`src/rtl/int_ctrl_pkg.sv`:
```
// Shared definitions for the interrupt controller: FSM state encodings,
// register address map and the default vector base.
package int_ctrl_pkg;

  localparam logic [1:0] StIdle    = 2'd0;
  localparam logic [1:0] StReq     = 2'd1;
  localparam logic [1:0] StService = 2'd2;

  typedef logic [1:0] intc_addr_t;

  localparam intc_addr_t INTC_MASK  = 2'd0;
  localparam intc_addr_t INTC_PEND  = 2'd1;
  localparam intc_addr_t INTC_ISR   = 2'd2;
  localparam intc_addr_t INTC_VBASE = 2'd3;

  localparam logic [15:0] INTC_VEC_RST = 16'h0010;

  // Index width for an n-source encoder; a single source still needs one bit.
  function automatic int unsigned intc_idx_w(input int unsigned n);
    return (n > 1) ? $clog2(n) : 1;
  endfunction

endpackage

```
`src/rtl/int_prio_enc.sv`:
```
// Lowest-index-wins priority encoder; shared by candidate and in-service selection.
module int_prio_enc
  import int_ctrl_pkg::*;
#(
  parameter int unsigned N     = 8,
  parameter int unsigned IDX_W = intc_idx_w(N)
) (
  input  logic [N-1:0]     req,
  output logic [IDX_W-1:0] idx,
  output logic             valid
);

  // Scan from the top so the lowest set index is the last assignment.
  always_comb begin
    idx = '0;
    for (int i = int'(N) - 1; i >= 0; i--) begin
      if (req[i]) idx = IDX_W'(i);
    end
  end

  assign valid = |req;

endmodule

```
`src/rtl/int_ctrl.sv`:
```
// Fixed-priority interrupt controller with edge-latched sources and a vectored request.
// Define INTC_NESTING_EN to allow higher-priority sources to preempt a running handler.
module int_ctrl
  import int_ctrl_pkg::*;
#(
  parameter int unsigned       NUM_SRC = 8,
  parameter int unsigned       DATA_W  = 16,
  parameter logic [DATA_W-1:0] VEC_RST = DATA_W'(INTC_VEC_RST)
) (
  input  logic               clk,
  input  logic               rst,
  input  logic [NUM_SRC-1:0] src_irq,
  output logic               cpu_int,
  input  logic               cpu_ack,
  input  logic               cpu_rit,
  output logic [DATA_W-1:0]  vec_out,
  input  logic               cfg_write,
  input  logic [1:0]         cfg_addr,
  input  logic [DATA_W-1:0]  cfg_wdata,
  output logic [DATA_W-1:0]  cfg_rdata
);

  localparam int unsigned IDX_W = intc_idx_w(NUM_SRC);

  logic [NUM_SRC-1:0] src_q;
  logic               first_q;
  logic [NUM_SRC-1:0] mask_q, mask_d;
  logic [NUM_SRC-1:0] pend_q, pend_d;
  logic [NUM_SRC-1:0] isr_q, isr_d;
  logic [DATA_W-1:0]  vbase_q, vbase_d;
  logic [DATA_W-1:0]  vec_q, vec_d;
  logic [1:0]         state_q, state_d;
  logic [IDX_W-1:0]   cur_idx_q, cur_idx_d;
  logic               cpu_int_q;

  logic [NUM_SRC-1:0] src_rise, cand, cur_oh, isr_top_oh, pend_clr, wdata_src;
  logic [IDX_W-1:0]   cand_idx, isr_idx, load_idx;
  logic               cand_valid, isr_valid, win_live;
  logic               load, ack_set, rit_clr;
  logic               wr_mask, wr_pend, wr_vbase;
  logic [DATA_W-1:0]  load_ext;

  // Sources already high when reset releases must not look like fresh edges.
  assign src_rise  = src_irq & ~src_q & {NUM_SRC{~first_q}};
  assign cand      = pend_q & mask_q;
  assign cur_oh    = NUM_SRC'(1) << cur_idx_q;
  assign isr_top_oh = NUM_SRC'(1) << isr_idx;
  assign win_live  = pend_q[cur_idx_q] & mask_q[cur_idx_q];
  assign wdata_src = cfg_wdata[NUM_SRC-1:0];

  assign wr_mask  = cfg_write && (cfg_addr == INTC_MASK);
  assign wr_pend  = cfg_write && (cfg_addr == INTC_PEND);
  assign wr_vbase = cfg_write && (cfg_addr == INTC_VBASE);

  int_prio_enc #(
    .N     (NUM_SRC),
    .IDX_W (IDX_W)
  ) u_cand_enc (
    .req   (cand),
    .idx   (cand_idx),
    .valid (cand_valid)
  );

  int_prio_enc #(
    .N     (NUM_SRC),
    .IDX_W (IDX_W)
  ) u_isr_enc (
    .req   (isr_q),
    .idx   (isr_idx),
    .valid (isr_valid)
  );

`ifdef INTC_NESTING_EN
  logic [NUM_SRC-1:0] isr_rest;
  logic [IDX_W-1:0]   rest_idx;
  logic               rest_valid;

  // What remains in service once the innermost handler returns.
  assign isr_rest = isr_q & ~isr_top_oh;

  int_prio_enc #(
    .N     (NUM_SRC),
    .IDX_W (IDX_W)
  ) u_rest_enc (
    .req   (isr_rest),
    .idx   (rest_idx),
    .valid (rest_valid)
  );
`endif

  always_comb begin
    state_d  = state_q;
    load     = 1'b0;
    load_idx = cand_idx;
    ack_set  = 1'b0;
    rit_clr  = 1'b0;

    case (state_q)
      StIdle: begin
        if (cand_valid && !isr_valid) begin
          state_d = StReq;
          load    = 1'b1;
        end
      end

      StReq: begin
        if (!win_live) begin
          // Winner withdrawn: fall back to the interrupted handler, if any.
          if (isr_valid) begin
            state_d  = StService;
            load     = 1'b1;
            load_idx = isr_idx;
          end else begin
            state_d = StIdle;
          end
        end else if (cpu_ack) begin
          state_d = StService;
          ack_set = 1'b1;
        end
      end

      StService: begin
        if (cpu_rit) begin
          rit_clr = 1'b1;
`ifdef INTC_NESTING_EN
          if (rest_valid) begin
            load     = 1'b1;
            load_idx = rest_idx;
          end else begin
            state_d = StIdle;
          end
`else
          state_d = StIdle;
`endif
        end
`ifdef INTC_NESTING_EN
        else if (cand_valid && (cand_idx < isr_idx)) begin
          state_d = StReq;
          load    = 1'b1;
        end
`endif
      end

      default: state_d = StIdle;
    endcase
  end

  always_comb begin
    cur_idx_d = cur_idx_q;
    vec_d     = vec_q;
    load_ext  = '0;
    load_ext[IDX_W-1:0] = load_idx;
    if (load) begin
      cur_idx_d = load_idx;
      vec_d     = vbase_q + load_ext;
    end
  end

  // A rising edge in the same cycle as a clear (write or acknowledge) wins.
  always_comb begin
    pend_clr = wr_pend ? wdata_src : '0;
    if (ack_set) pend_clr = pend_clr | cur_oh;
    pend_d = (pend_q & ~pend_clr) | src_rise;

    isr_d = isr_q;
    if (ack_set) isr_d = isr_d | cur_oh;
    if (rit_clr) isr_d = isr_d & ~isr_top_oh;

    mask_d  = wr_mask ? wdata_src : mask_q;
    vbase_d = wr_vbase ? cfg_wdata : vbase_q;
  end

  always_ff @(posedge clk or posedge rst) begin
    if (rst) begin
      src_q     <= '0;
      first_q   <= 1'b1;
      mask_q    <= '0;
      pend_q    <= '0;
      isr_q     <= '0;
      vbase_q   <= VEC_RST;
      vec_q     <= VEC_RST;
      state_q   <= StIdle;
      cur_idx_q <= '0;
      cpu_int_q <= 1'b0;
    end else begin
      src_q     <= src_irq;
      first_q   <= 1'b0;
      mask_q    <= mask_d;
      pend_q    <= pend_d;
      isr_q     <= isr_d;
      vbase_q   <= vbase_d;
      vec_q     <= vec_d;
      state_q   <= state_d;
      cur_idx_q <= cur_idx_d;
      cpu_int_q <= (state_d == StReq);
    end
  end

  assign cpu_int = cpu_int_q;
  assign vec_out = vec_q;

  always_comb begin
    cfg_rdata = '0;
    case (cfg_addr)
      INTC_MASK:  cfg_rdata[NUM_SRC-1:0] = mask_q;
      INTC_PEND:  cfg_rdata[NUM_SRC-1:0] = pend_q;
      INTC_ISR:   cfg_rdata[NUM_SRC-1:0] = isr_q;
      default:    cfg_rdata = vbase_q;
    endcase
  end

endmodule

```
`config.mk`:
```
export PLATFORM = sky130hd
export DESIGN_NAME = int_ctrl
export DESIGN_NICKNAME = d
export VERILOG_FILES = /design/src/rtl/int_ctrl_pkg.sv /design/src/rtl/int_prio_enc.sv /design/src/rtl/int_ctrl.sv
export SDC_FILE = /design/constraint.sdc
export NUM_CORES = 1
export LEC_CHECK = 0
export ABC_CLOCK_PERIOD_IN_PS = 7950
export CORE_UTILIZATION = 29
export CTS_BUF_LIST = sky130_fd_sc_hd__clkbuf_2 sky130_fd_sc_hd__clkbuf_4 sky130_fd_sc_hd__clkbuf_8
export DETAILED_ROUTE_END_ITERATION = 8
export PLACE_DENSITY = 0.57
export REMOVE_ABC_BUFFERS = 1
export SLEW_MARGIN = 40
export SYNTH_ARGS = -nofsm -noshare
export SYNTH_HDL_FRONTEND = slang
export SYNTH_SLANG_ARGS = --single-unit
```
`constraint.sdc`:
```
create_clock -name clk -period 7.95 [get_ports clk]
set_input_delay 2.385 -clock clk [delete_from_list [all_inputs] [get_ports clk]]
set_output_delay 2.385 -clock clk [all_outputs]
set_load 0.02 [all_outputs]
```
==> results of run 1 <==
-- cell usage in the layout, fill, tap and decap left out, types with 4 or more instances in the layout --
master,instances
xor2_1,10
nand3_1,7
a32oi_1,9
inv_1,11
a21oi_1,5
mux2_2,34
clkbuf_8,10
and3_1,10
a32o_1,8
dfrtp_1,68
nand2_1,33
xnor2_1,4
nor2_1,18
mux4_2,7
clkdlybuf4s50_1,63
nand4_1,4
mux2_4,8
-- flip-flops by register name, summed over array words and instances, names as in the netlist --
signal     cells
pend_q         8
vec_out       16
mask_q         8
cur_idx_q      3
state_q        2
cpu_int        1
isr_q          8
vbase_q       16
first_q        1
src_q          8
-- cell type report --
class                           count  area (sq um)  share of cell area (%)
Clock buffer                       12         152.6                   3.226
Clock inverter                      4         45.04                  0.9519
Inverter                           13         48.80                   1.031
Multi-Input combinational cell    213          1823                   38.52
Sequential cell                    71          1780                   37.63
Tap cell                          168         210.2                   4.442
Timing Repair Buffer               67         671.9                   14.20
-- per-stage QoR --
step                      utilization, %  cell area, sq um  instances
after global routing               38.75              4732        548
final                              38.75              4732        548
after floorplan                        -              3641        297
after CTS                          38.63              4717        547
after detailed placement           37.01              4519        531
after global placement             36.89              4504        531
-- power by group through the flow --
stage          logic [uW]  clock network (uW)  registers, uW
5_1_grt               246                 319            446
4_1_cts               227                 303            439
3_3_place_gp          221                   0            445
2_1_floorplan         146                   0            432
6_report              224                 296            440
3_5_place_dp          226                   0            446
-- worst paths after layout --
| kind | from | end | slack (ns) | cells past startpoint |
|---|---|---|---|---|
| max in group asynchronous | rst | mask_q[0]$_DFFE_PP0P_ | 4.98 | 3 |
| hold / removal | vec_out[5]$_DFFE_PP0P_ | vec_out[5]$_DFFE_PP0P_ | 0.51 | 1 |
| min in group asynchronous | rst | vec_out[15]$_DFFE_PP0P_ | 2.48 | 3 |
| hold reg to reg | vec_out[5]$_DFFE_PP0P_ | vec_out[5]$_DFFE_PP0P_ | 0.51 | 1 |
| setup / recovery | cfg_addr[1] | cfg_rdata[1] | 1.08 | 4 |
| setup reg to reg | cur_idx_q[0]$_DFFE_PP0P_ | vec_out[15]$_DFFE_PP0P_ | 4.52 | 8 |
-- logic make-up (layout without fill, tap and decap cells) --
group	after synthesis	count (layout)	synth area share [%]
flip-flops	71	71	48.14
other	1	1	0.1014
AO/OA/AOI/OAI	48	48	10.52
multiplexers	53	53	20.37
adder cells (fa/ha/maj)	4	4	1.556
AND/OR/NAND/NOR	93	93	13.13
XOR/XNOR	14	14	3.315
buffers and inverters	24	96	2.875
-- routing by layer --
layer / vias up / routed length, um
met4: 0 / 207
met1: 1402 / 4453
met5: - / 0
li1: 1279 / -
met3: 15 / 428
met2: 79 / 4558
==> impl_metrics.json, run 1 <==
{
  "critPathMaxFanout": 14,
  "port_buffers": 63,
  "min_period_ns": 6.868,
  "grt_pass1_vias": 2911,
  "critPathTopFamily": "buffers and inverters",
  "cpPeakStageDelay_ns": 0.69,
  "die_y_um": 114.9,
  "yosysUniqueCellTypes": 53,
  "met1_usage_pct": 21.46,
  "die-area_sq_mm": 0.01321,
  "grt_use_met2_pct": 24.98,
  "fillers": 1224,
  "p_sw_uw": 290.8,
  "place_ws_ns": 1.072,
  "rsz0062_at_grt": "no",
  "period_share_pct": 86.39,
  "p_leak_uw": 0.001965,
  "clk_pin_slew_ns": 0.08,
  "synth_area_per_cell_sq_um": 12.01,
  "cts_tree": "yes",
  "power_frac_clock_pct": 30.9,
  "p_comb_share_pct": 23.3,
  "p_int_uw": 668.9,
  "ir_worst_vdd_v": 0.00008843,
  "holdWs_ns": 0.5135,
  "gp_congestion": 0.8107,
  "arrival_ns": 4.48,
  "io_pins": 64,
  "antenna_cells": 0,
  "maxSlewHeadroom_pct": 56.10,
  "synth_edf_count": 0,
  "outcome": "completed",
  "grt_max_degree": 72,
  "p_seq_share_pct": 45.8,
  "antenna_found_initial": 0,
  "clockBufferDepth": 2,
  "total_power_uw": 959.7,
  "path_buf_inv": 3,
  "synth_top_cells_by_area": "dfrtp_1 (46%), mux2_2 (10%), mux4_2 (4.3%)",
  "syn-cell-area_sq_mm": 0.003699,
  "dieWidth_um": 114.9,
  "yosys_warnings": 0,
  "grt_first_pass_wirelength_mm": 15.86,
  "cap_violations": 0,
  "tns_ns": 0,
  "area_delta_synth_final_pct": 27.94,
  "crit_top_cell": "clkdlybuf4s50_1",
  "post_cts_buffers": 0,
  "detail-route-antenna-nets": 0,
  "setup_violations": 0,
  "hold_buffers": 0,
  "avgViaCountPerCell": 5.064,
  "synth.top_cell.area_share_pct": 46.01,
  "wl_per_cell_um": 17.60,
  "grt_use_met3_pct": 3.163,
  "rows": 40,
  "hold_violations": 0,
  "grt_overflow": 0,
  "wirelength_mm": 9.647,
  "core-area_sq_mm": 0.01221,
  "clock_skew_ns": 0.01077,
  "slew_viol_final": 0,
  "ys_async_sr_fraction_pct": 100.0,
  "tightest_slew_ns": 0.6585,
  "grt_usage_pct": 15.97,
  "hp-class": "flop to flop",
  "clockRootBuffer": "clkbuf_8",
  "setup.worst_path.start_class": "input port",
  "synthCells": 308,
  "setup_ws_ns": 1.082,
  "drt-initial-drc-count": 158,
  "powerDensity_mw_per_mm2": 202.8,
  "crit_path_cell_trace": "clkdlybuf4s50_1 > buf_4 > mux4_2 > clkdlybuf4s50_1",
  "drt_first_pass_iters": 4,
  "dr_total_vias": 2775,
  "layout-drive-gt1-share_pct": 21.32,
  "yosysSeqAreaShare_pct": 48.14,
  "yosysMostFrequentCell": "dfrtp_1",
  "ys_ff_latch": 71,
  "end_kind": "primary output",
  "h-tree-depth": 3,
  "ctsResizeCount": 0,
  "crit_path_top_delay_cell": "clkdlybuf4s50_1",
  "path_class": "input port to primary output",
  "ys.flop_type": "dfrtp_1",
  "yosys-top-cells-count": "dfrtp_1 (68), mux2_2 (34), nand2_1 (33)",
  "final_nets": 410,
  "hpwl_mm": 7.079,
  "switching_share_pct": 30.30,
  "cts_buffers": 9,
  "required_ns": 5.57,
  "synth_top_cell_by_area": "dfrtp_1",
  "fmax_mhz": 145.6,
  "drc_errors": 0,
  "clk-insertion-delay-late_ns": 0.35,
  "grt_busiest_layer": "met2",
  "numClockSinks": 71,
  "start_util_pct": 30.29
}
Note: power is estimated with default switching activity, not from simulation.
==> run 2: changes to the inputs <==
==> constraint.sdc (replaced) <==
create_clock -name clk -period 7.95 [get_ports clk]
set_input_delay 2.385 -clock clk [delete_from_list [all_inputs] [get_ports clk]]
set_output_delay 2.385 -clock clk [all_outputs]
set_load 0.005 [all_outputs]
==> impl_metrics.json, run 2 (synthesized netlist as in run 1, its figures left out) <==
{
  "maxSlewHeadroom_pct": 54.04,
  "clock_skew_ns": 0.01050,
  "area_delta_synth_final_pct": 29.91,
  "grt_first_pass_wirelength_mm": 15.60,
  "dpl_cell_area_sq_mm": 0.004519,
  "outcome": "completed",
  "drc_errors": 0,
  "ctsResizeCount": 0,
  "timing.rr.start": "cur_idx_q[0]$_DFFE_PP0P_",
  "dr_total_vias": 2761,
  "hp-start": "vec_out[6]$_DFFE_PP0P_",
  "cts_tree": "yes",
  "grt_pass1_vias": 2862,
  "clockBufferDepth": 2,
  "mostFrequentLayoutCells": "dfrtp_1 (68), clkdlybuf4s50_1 (63), mux2_2 (34), nand2_1 (33), nor2_1 (18)",
  "final_nets": 410,
  "path_class": "input port to primary output",
  "path_buf_inv": 2,
  "grt_usage_pct": 15.82,
  "critPathMaxFanout": 10,
  "port_buffers": 63,
  "grt_max_degree": 72,
  "hp-class": "flop to flop",
  "powerDensity_mw_per_mm2": 216.2,
  "dieWidth_um": 114.9,
  "numClockSinks": 71,
  "end_kind": "primary output",
  "crit_path_top_delay_cell": "clkdlybuf4s50_1",
  "worst-r2r-cell-count": 8,
  "p_leak_uw": 0.001994,
  "holdPathStages": 1,
  "arrival_ns": 4.43,
  "placed_cells": 531,
  "antenna_found_initial": 0,
  "min_period_ns": 6.816,
  "crit_top_cell": "clkdlybuf4s50_1",
  "antenna_cells": 0,
  "io_pins": 64,
  "crit_path_cell_trace": "clkdlybuf4s50_1 > mux4_1 > clkdlybuf4s50_1",
  "tightest_slew_ns": 0.6873,
  "tns_ns": 0,
  "post_cts_buffers": 0,
  "core-area_sq_mm": 0.01221,
  "layout_commonest_cell": "dfrtp_1",
  "slew_viol_final": 0,
  "layout-drive-gt1-share_pct": 21.32,
  "die_y_um": 114.9,
  "hpwl_mm": 7.094,
  "ir_worst_vdd_v": 0.00008833,
  "grt_overflow": 0,
  "cts_buffers": 9,
  "drt_first_pass_iters": 4,
  "fmax_mhz": 146.7,
  "setup_violations": 0,
  "hold_buffers": 0,
  "wl_per_cell_um": 17.63,
  "cp.depth": 3,
  "drt-initial-drc-count": 177,
  "crit_start": "cfg_addr[1]",
  "hold_violations": 0,
  "finalNonFillerCells": 548,
  "detail-route-antenna-nets": 0,
  "rsz0062_at_grt": "no",
  "rows": 40,
  "avgViaCountPerCell": 5.038,
  "setup_ws_ns": 1.134,
  "design_area_sq_mm": 0.004805,
  "die-area_sq_mm": 0.01321,
  "clockRootBuffer": "clkbuf_8",
  "clk_pin_slew_ns": 0.07,
  "setup.worst_path.start_class": "input port",
  "wirelength_mm": 9.663,
  "h-tree-depth": 3,
  "period_share_pct": 85.73,
  "critPathTopFamily": "buffers and inverters",
  "required_ns": 5.57,
  "utilization_pct": 39.34,
  "cpPeakStageDelay_ns": 0.91,
  "place_ws_ns": 1.066,
  "start_util_pct": 30.29,
  "clk-insertion-delay-late_ns": 0.35,
  "gp_congestion": 0.8093,
  "cap_violations": 0
}
## run 2: changes by cell type in the layout (fill, tap and decap cells not counted), sizes merged
cell / delta
bufinv: +3
clkinv: -2
clkbuf: -1
## run 2: area by class of cell
type                       count  area, sq um
sequential                    71         1780
clock buffer                  11        145.1
multi-input combinational    213         1823
clock inverter                 5        128.9
inverter                      13        48.80
fill                        1216         7407
timing repair buffer          67        668.1
tap                          168        210.2
## run 2: through the flow
stage               hold slack [ns]  total power, uW
floorplan                    0.4955            563.4
global placement             0.4908            652.0
detailed placement           0.4987            656.6
CTS                          0.5172             1051
global route                 0.5411             1093
finish                       0.5099             1039
## run 2: report_power, final
group	internal [uW]	leakage, uW	switching, uW
Sequential	396	0.000850	43.1
Combinational	113	0.00101	94.3
Clock	253	0.000137	139
## run 2: path summary, 6_finish.rpt
kind	to	slack, ns
worst max register to register	vec_out[15]$_DFFE_PP0P_	4.48
worst min register to register	vec_out[6]$_DFFE_PP0P_	0.51
worst min-delay path	vec_out[6]$_DFFE_PP0P_	0.51
max in group asynchronous	vec_out[6]$_DFFE_PP0P_	4.97
worst max-delay path	cfg_rdata[5]	1.13
min in group asynchronous	vbase_q[14]$_DFFE_PP0P_	2.51
## run 2: layer usage
layer | vias to the layer above | GRT usage [%] | wire [um]
met5 | - | 0 | 0
met1 | 1401 | 20.70 | 4431
met2 | 60 | 25.54 | 4635
met3 | 12 | 4.059 | 423
met4 | 0 | 5.195 | 173
li1 | 1288 | - | -
## run 2: worst reg2reg max path, cell delays in order (launching register included)
cell and delay, ns:
dfrtp_1 0.52, mux4_2 0.60, mux2_2 0.36, a32oi_1 0.36
ha_1 0.36, a21oi_1 0.56, nor3_1 0.17, xor2_1 0.17
mux2_4 0.26
